## src/rtl/matmul_flag_collector.sv

```systemverilog
// matmul_flag_collector: gathers per-PE overflow flags during a matmul and
// emits a one-cycle write of the packed flag vector when every active cell
// has retired its final accumulation or the watchdog expires.
module matmul_flag_collector #(
    parameter int DATA_WIDTH     = 32,
    parameter int BUS_WIDTH      = 64,
    parameter int MAX_DIM        = BUS_WIDTH / DATA_WIDTH,
    parameter int DIM_W          = $clog2(MAX_DIM) + 1,
    parameter int TIMEOUT_CYCLES = 1024
) (
    input  logic                         clk_i,
    input  logic                         rst_ni,
    input  logic                         start_i,
    input  logic [DIM_W-1:0]             dim_n_i,
    input  logic [DIM_W-1:0]             dim_m_i,
    input  logic [MAX_DIM*MAX_DIM-1:0]   pe_valid_i,
    input  logic [MAX_DIM*MAX_DIM-1:0]   pe_ovf_i,
    input  logic [MAX_DIM*MAX_DIM-1:0]   pe_last_i,
    output logic                         busy_o,
    output logic                         write_enable_o,
    output logic [BUS_WIDTH-1:0]         data_o,
    output logic                         timeout_o
);

    localparam int NCELL = MAX_DIM * MAX_DIM;
    localparam int CNT_W = $clog2(TIMEOUT_CYCLES) + 1;

    localparam logic [1:0] ST_IDLE    = 2'd0;
    localparam logic [1:0] ST_COLLECT = 2'd1;
    localparam logic [1:0] ST_WRITE   = 2'd2;

    logic [1:0]       state_q, state_d;
    logic [NCELL-1:0] flags_q, flags_d;
    logic [NCELL-1:0] done_q, done_d;
    logic [CNT_W-1:0] cnt_q, cnt_d;
    logic [DIM_W-1:0] dim_n_q, dim_n_d;
    logic [DIM_W-1:0] dim_m_q, dim_m_d;
    logic             timeout_q, timeout_d;

    logic [NCELL-1:0] active_mask;
    logic [NCELL-1:0] qual_ovf;
    logic [NCELL-1:0] qual_last;
    logic             complete;
    logic             expired;
    logic [DIM_W-1:0] n_clamped;
    logic [DIM_W-1:0] m_clamped;

    // Oversized dimensions saturate to the array size.
    assign n_clamped = (dim_n_i > DIM_W'(MAX_DIM)) ? DIM_W'(MAX_DIM) : dim_n_i;
    assign m_clamped = (dim_m_i > DIM_W'(MAX_DIM)) ? DIM_W'(MAX_DIM) : dim_m_i;

    // Cell (r,c) participates only inside the latched n x m window.
    for (genvar gi = 0; gi < MAX_DIM; gi++) begin : g_row
        for (genvar gj = 0; gj < MAX_DIM; gj++) begin : g_col
            assign active_mask[gi*MAX_DIM+gj] =
                (dim_n_q > DIM_W'(gi)) && (dim_m_q > DIM_W'(gj));
        end
    end

    assign qual_ovf  = pe_valid_i & pe_ovf_i  & active_mask;
    assign qual_last = pe_valid_i & pe_last_i & active_mask;

    // Completion looks at this cycle's last markers too, so the final
    // retirement edge already moves to WRITE (an empty mask completes at once).
    assign complete = (((done_q | qual_last) & active_mask) == active_mask);
    assign expired  = (cnt_q == CNT_W'(TIMEOUT_CYCLES - 1));

    // Next-state logic for the FSM and the collection registers.
    always_comb begin
        state_d   = state_q;
        flags_d   = flags_q;
        done_d    = done_q;
        cnt_d     = cnt_q;
        dim_n_d   = dim_n_q;
        dim_m_d   = dim_m_q;
        timeout_d = timeout_q;
        case (state_q)
            ST_IDLE: begin
                if (start_i) begin
                    dim_n_d   = n_clamped;
                    dim_m_d   = m_clamped;
                    flags_d   = '0;
                    done_d    = '0;
                    cnt_d     = '0;
                    timeout_d = 1'b0;
                    state_d   = ST_COLLECT;
                end
            end
            ST_COLLECT: begin
                flags_d = flags_q | qual_ovf;
                done_d  = done_q | qual_last;
                cnt_d   = cnt_q + CNT_W'(1);
                if (complete) begin
                    timeout_d = 1'b0;
                    state_d   = ST_WRITE;
                end else if (expired) begin
                    timeout_d = 1'b1;
                    state_d   = ST_WRITE;
                end
            end
            ST_WRITE: begin
                state_d = ST_IDLE;
            end
            default: begin
                state_d = ST_IDLE;
            end
        endcase
    end

    // State registers with synchronous active-low reset.
    always_ff @(posedge clk_i) begin
        if (!rst_ni) begin
            state_q   <= ST_IDLE;
            flags_q   <= '0;
            done_q    <= '0;
            cnt_q     <= '0;
            dim_n_q   <= '0;
            dim_m_q   <= '0;
            timeout_q <= 1'b0;
        end else begin
            state_q   <= state_d;
            flags_q   <= flags_d;
            done_q    <= done_d;
            cnt_q     <= cnt_d;
            dim_n_q   <= dim_n_d;
            dim_m_q   <= dim_m_d;
            timeout_q <= timeout_d;
        end
    end

    // Outputs decode registered state only; no path from the PE inputs.
    assign busy_o         = (state_q == ST_COLLECT) || (state_q == ST_WRITE);
    assign write_enable_o = (state_q == ST_WRITE);
    assign data_o         = write_enable_o ? BUS_WIDTH'(flags_q) : '0;
    assign timeout_o      = write_enable_o & timeout_q;

endmodule

```

## config.mk

```make
export PLATFORM = sky130hd
export DESIGN_NAME = matmul_flag_collector
export DESIGN_NICKNAME = d
export VERILOG_FILES = /design/src/rtl/matmul_flag_collector.sv
export SDC_FILE = /design/constraint.sdc
export NUM_CORES = 1
export LEC_CHECK = 0
export ABC_AREA = 1
export ABC_CLOCK_PERIOD_IN_PS = 3150
export CORE_UTILIZATION = 38
export DETAILED_ROUTE_END_ITERATION = 8
export DONT_BUFFER_PORTS = 1
export HOLD_SLACK_MARGIN = 0.02
export SYNTH_ARGS = -nofsm -noshare
export SYNTH_HDL_FRONTEND = slang
export SYNTH_SLANG_ARGS = --single-unit
```

## constraint.sdc

```tcl
create_clock -name clk_i -period 3.15 [get_ports clk_i]
set_clock_uncertainty 0.1 [all_clocks]
set_input_delay 0.63 -clock clk_i [delete_from_list [all_inputs] [get_ports clk_i]]
set_output_delay 0.63 -clock clk_i [all_outputs]
set_load 0.01 [all_outputs]
```

==> flow_summary.json <==
{
  "status": "completed",
  "die_w_um": 70.04,
  "post_cts_buffers": 0,
  "cts.sinks": 26,
  "drtAntennaViolNets": 0,
  "critPathCaptureType": "flop",
  "grt_remaining_overflow": 0,
  "nets": 263,
  "synth.avg_cell_area_um2": 7.423,
  "fillers": 480,
  "rows": 24,
  "critPathLaunchType": "flop",
  "dieArea_um2": 4906,
  "dpl_cell_area_um2": 1584,
  "cts_max_path_buffers": 2,
  "grt_pass1_wl_mm": 4.629,
  "required_ns": 3.22,
  "yosysSeqAreaShare_pct": 29.59,
  "layout_commonest_cell": "conb_1",
  "dominantRegCellSynth": "dfxtp_1",
  "area_growth_pct": -6.828,
  "power.density_nw_per_um2": 423.1,
  "worst-path-buf-inv": 3,
  "fin_area_um2": 1639,
  "yosysWarningCount": 0,
  "start_util_pct": 39.85,
  "postCtsResizedCells": 0,
  "fmax_mhz": 493.6,
  "slew_viol_final": 0,
  "ff2ff_path_depth": 9,
  "async_flop_share_pct": 0,
  "rsz0062_at_grt": "no",
  "cp_max_fo": 12,
  "ctsHtreeMaxLevel": 1,
  "finalSetupTns_ns": 0,
  "hold_depth": 2,
  "drc": 0,
  "numCtsBuffers": 3,
  "die_y_um": 70.04,
  "dr.pass1.iters": 4,
  "r2r_slack_ns": 1.12,
  "syn_inst": 237,
  "hold_start": "flags_q[1]",
  "dp_hpwl_mm": 2.194,
  "finalHoldViolCount": 0,
  "grt_pass1_vias": 1044,
  "setup_viol": 0,
  "antenna_found_initial": 0,
  "drtIter0Drc": 46,
  "synth_area_um2": 1759,
  "critPathMaxStageDelay_ns": 0.35,
  "wl_per_cell_um": 9.567,
  "min_period_ns": 2.026,
  "finalPower_w": 0.0006934,
  "peakVddDrop_uv": 282.7,
  "worstReg2RegEnd": "cnt_q[8]",
  "arrival_ns": 2.09,
  "clkSlewWorstSetupHoldPaths_ns": 0.09,
  "pin_count": 86,
  "min_delay_worst_endpoint": "flags_q[1]",
  "vias_per_cell": 4.220,
  "crit_chain": "inv_1, ha_1, inv_2, o21ai_4, inv_2, nor4_2, nand2_1, o21ai_1, a21oi_1",
  "place_inst": 287,
  "fin_crit_sh_pct": 64.31,
  "vias": 1228,
  "hp-class": "reg2reg",
  "drive_gt1_share_pct": 7.113,
  "layout_common_cells": "conb_1, nand2_1, inv_1",
  "crit_family": "compound AO/OA/AOI/OAI gates",
  "tritoncts": "done",
  "fin_cells": 291,
  "grt_max_degree": 15,
  "clock_latency_ns": 0.27,
  "port_buffers": 0,
  "core_area_um2": 4414,
  "crit_slowest_cell": "o21ai_4",
  "p_leak_nw": 0.7314,
  "synth-edff-count": 0,
  "n_antenna_cell": 0,
  "path_common_cell": "inv_2",
  "grtUsageTotal_pct": 11.61,
  "ys_types": 29,
  "ys_seq_elements": 26,
  "cts-root-buf": "clkbuf_8",
  "cts_hold_buf": 0,
  "rr_startpoint": "state_q[1]",
  "drv_cap": 0,
  "fin_util_pct": 37.13,
  "gp_congestion": 0.8063,
  "totalWireLength_mm": 2.784,
  "worstSetupPathType": "reg2reg"
}
where the power goes:
group | switching [W] | internal [W]
Sequential | 0.00000672 | 0.000338
Combinational | 0.000102 | 0.0000283
Clock | 0.000107 | 0.000112
worst max-delay path by stage:
stage / start / slack (ns) / depth (start not counted) / endpoint
2_1_floorplan: state_q[1] / 1.56 / 9 / cnt_q[8]
3_3_place_gp: state_q[1] / 1.23 / 9 / cnt_q[8]
3_5_place_dp: state_q[1] / 1.15 / 9 / cnt_q[8]
4_1_cts: state_q[0] / 1.10 / 4 / timeout_o
5_1_grt: state_q[1] / 0.94 / 9 / cnt_q[8]
6_report: state_q[1] / 1.12 / 9 / cnt_q[8]
cell usage after synthesis (4+ instances only):
master | number | area, µm²
buf_4 | 60 | 450.4
nand2_1 | 31 | 116.4
inv_1 | 27 | 101.4
dfxtp_1 | 26 | 520.5
nor2_1 | 23 | 86.33
a21oi_1 | 16 | 80.08
nand3_1 | 8 | 40.04
o21ai_0 | 6 | 30.03
a211oi_1 | 5 | 37.54
nand4_1 | 5 | 31.28
ha_1 | 4 | 50.05
through the flow:
stage / setup WS [ns] / hold WS (ns)
after floorplan: 1.560 / 0.3303
after global placement: 1.228 / 0.3385
after detailed placement: 1.145 / 0.3416
after CTS: 1.104 / 0.3559
after global routing: 0.9405 / 0.3719
final: 1.124 / 0.3533
state kept, by name, indices dropped and copies added, names as in the netlist:
signal	count
cnt_q	11
done_q	4
flags_q	4
dim_m_q	2
dim_n_q	2
state_q	2
timeout_q	1
cell families after synthesis:
logic type,count (synthesis),synth area share [%]
adder cells (fa/ha/maj),4,2.845
buffers and inverters,92,32.86
other,1,0.2132
flip-flops,26,29.59
AND/OR/NAND/NOR,78,21.34
AO/OA/AOI/OAI,36,13.16
layout make-up:
| class | count | area (µm²) | area share, % |
|---|---|---|---|
| sequential | 26 | 520.5 | 31.76 |
| multi-input combinational | 178 | 882.1 | 53.82 |
| inverter | 31 | 116.4 | 7.099 |
| clock buffer | 4 | 55.05 | 3.359 |
| tap | 52 | 65.06 | 3.969 |
worst reg2reg max path: stages (launching register included):
cell	delay [ns]
dfxtp_1	0.32
inv_1	0.09
ha_1	0.30
inv_2	0.11
o21ai_4	0.35
inv_2	0.16
nor4_2	0.21
nand2_1	0.11
o21ai_1	0.13
a21oi_1	0.05
metal layers:
layer  up-vias  GRT usage (%)  wire (µm)
li1        643              -          -
met1       525          15.08       1309
met2        58          18.59       1272
met3         2          3.608        181
met4         0          3.111         21
met5         -              0          0
(Power assumes the default switching activity.)
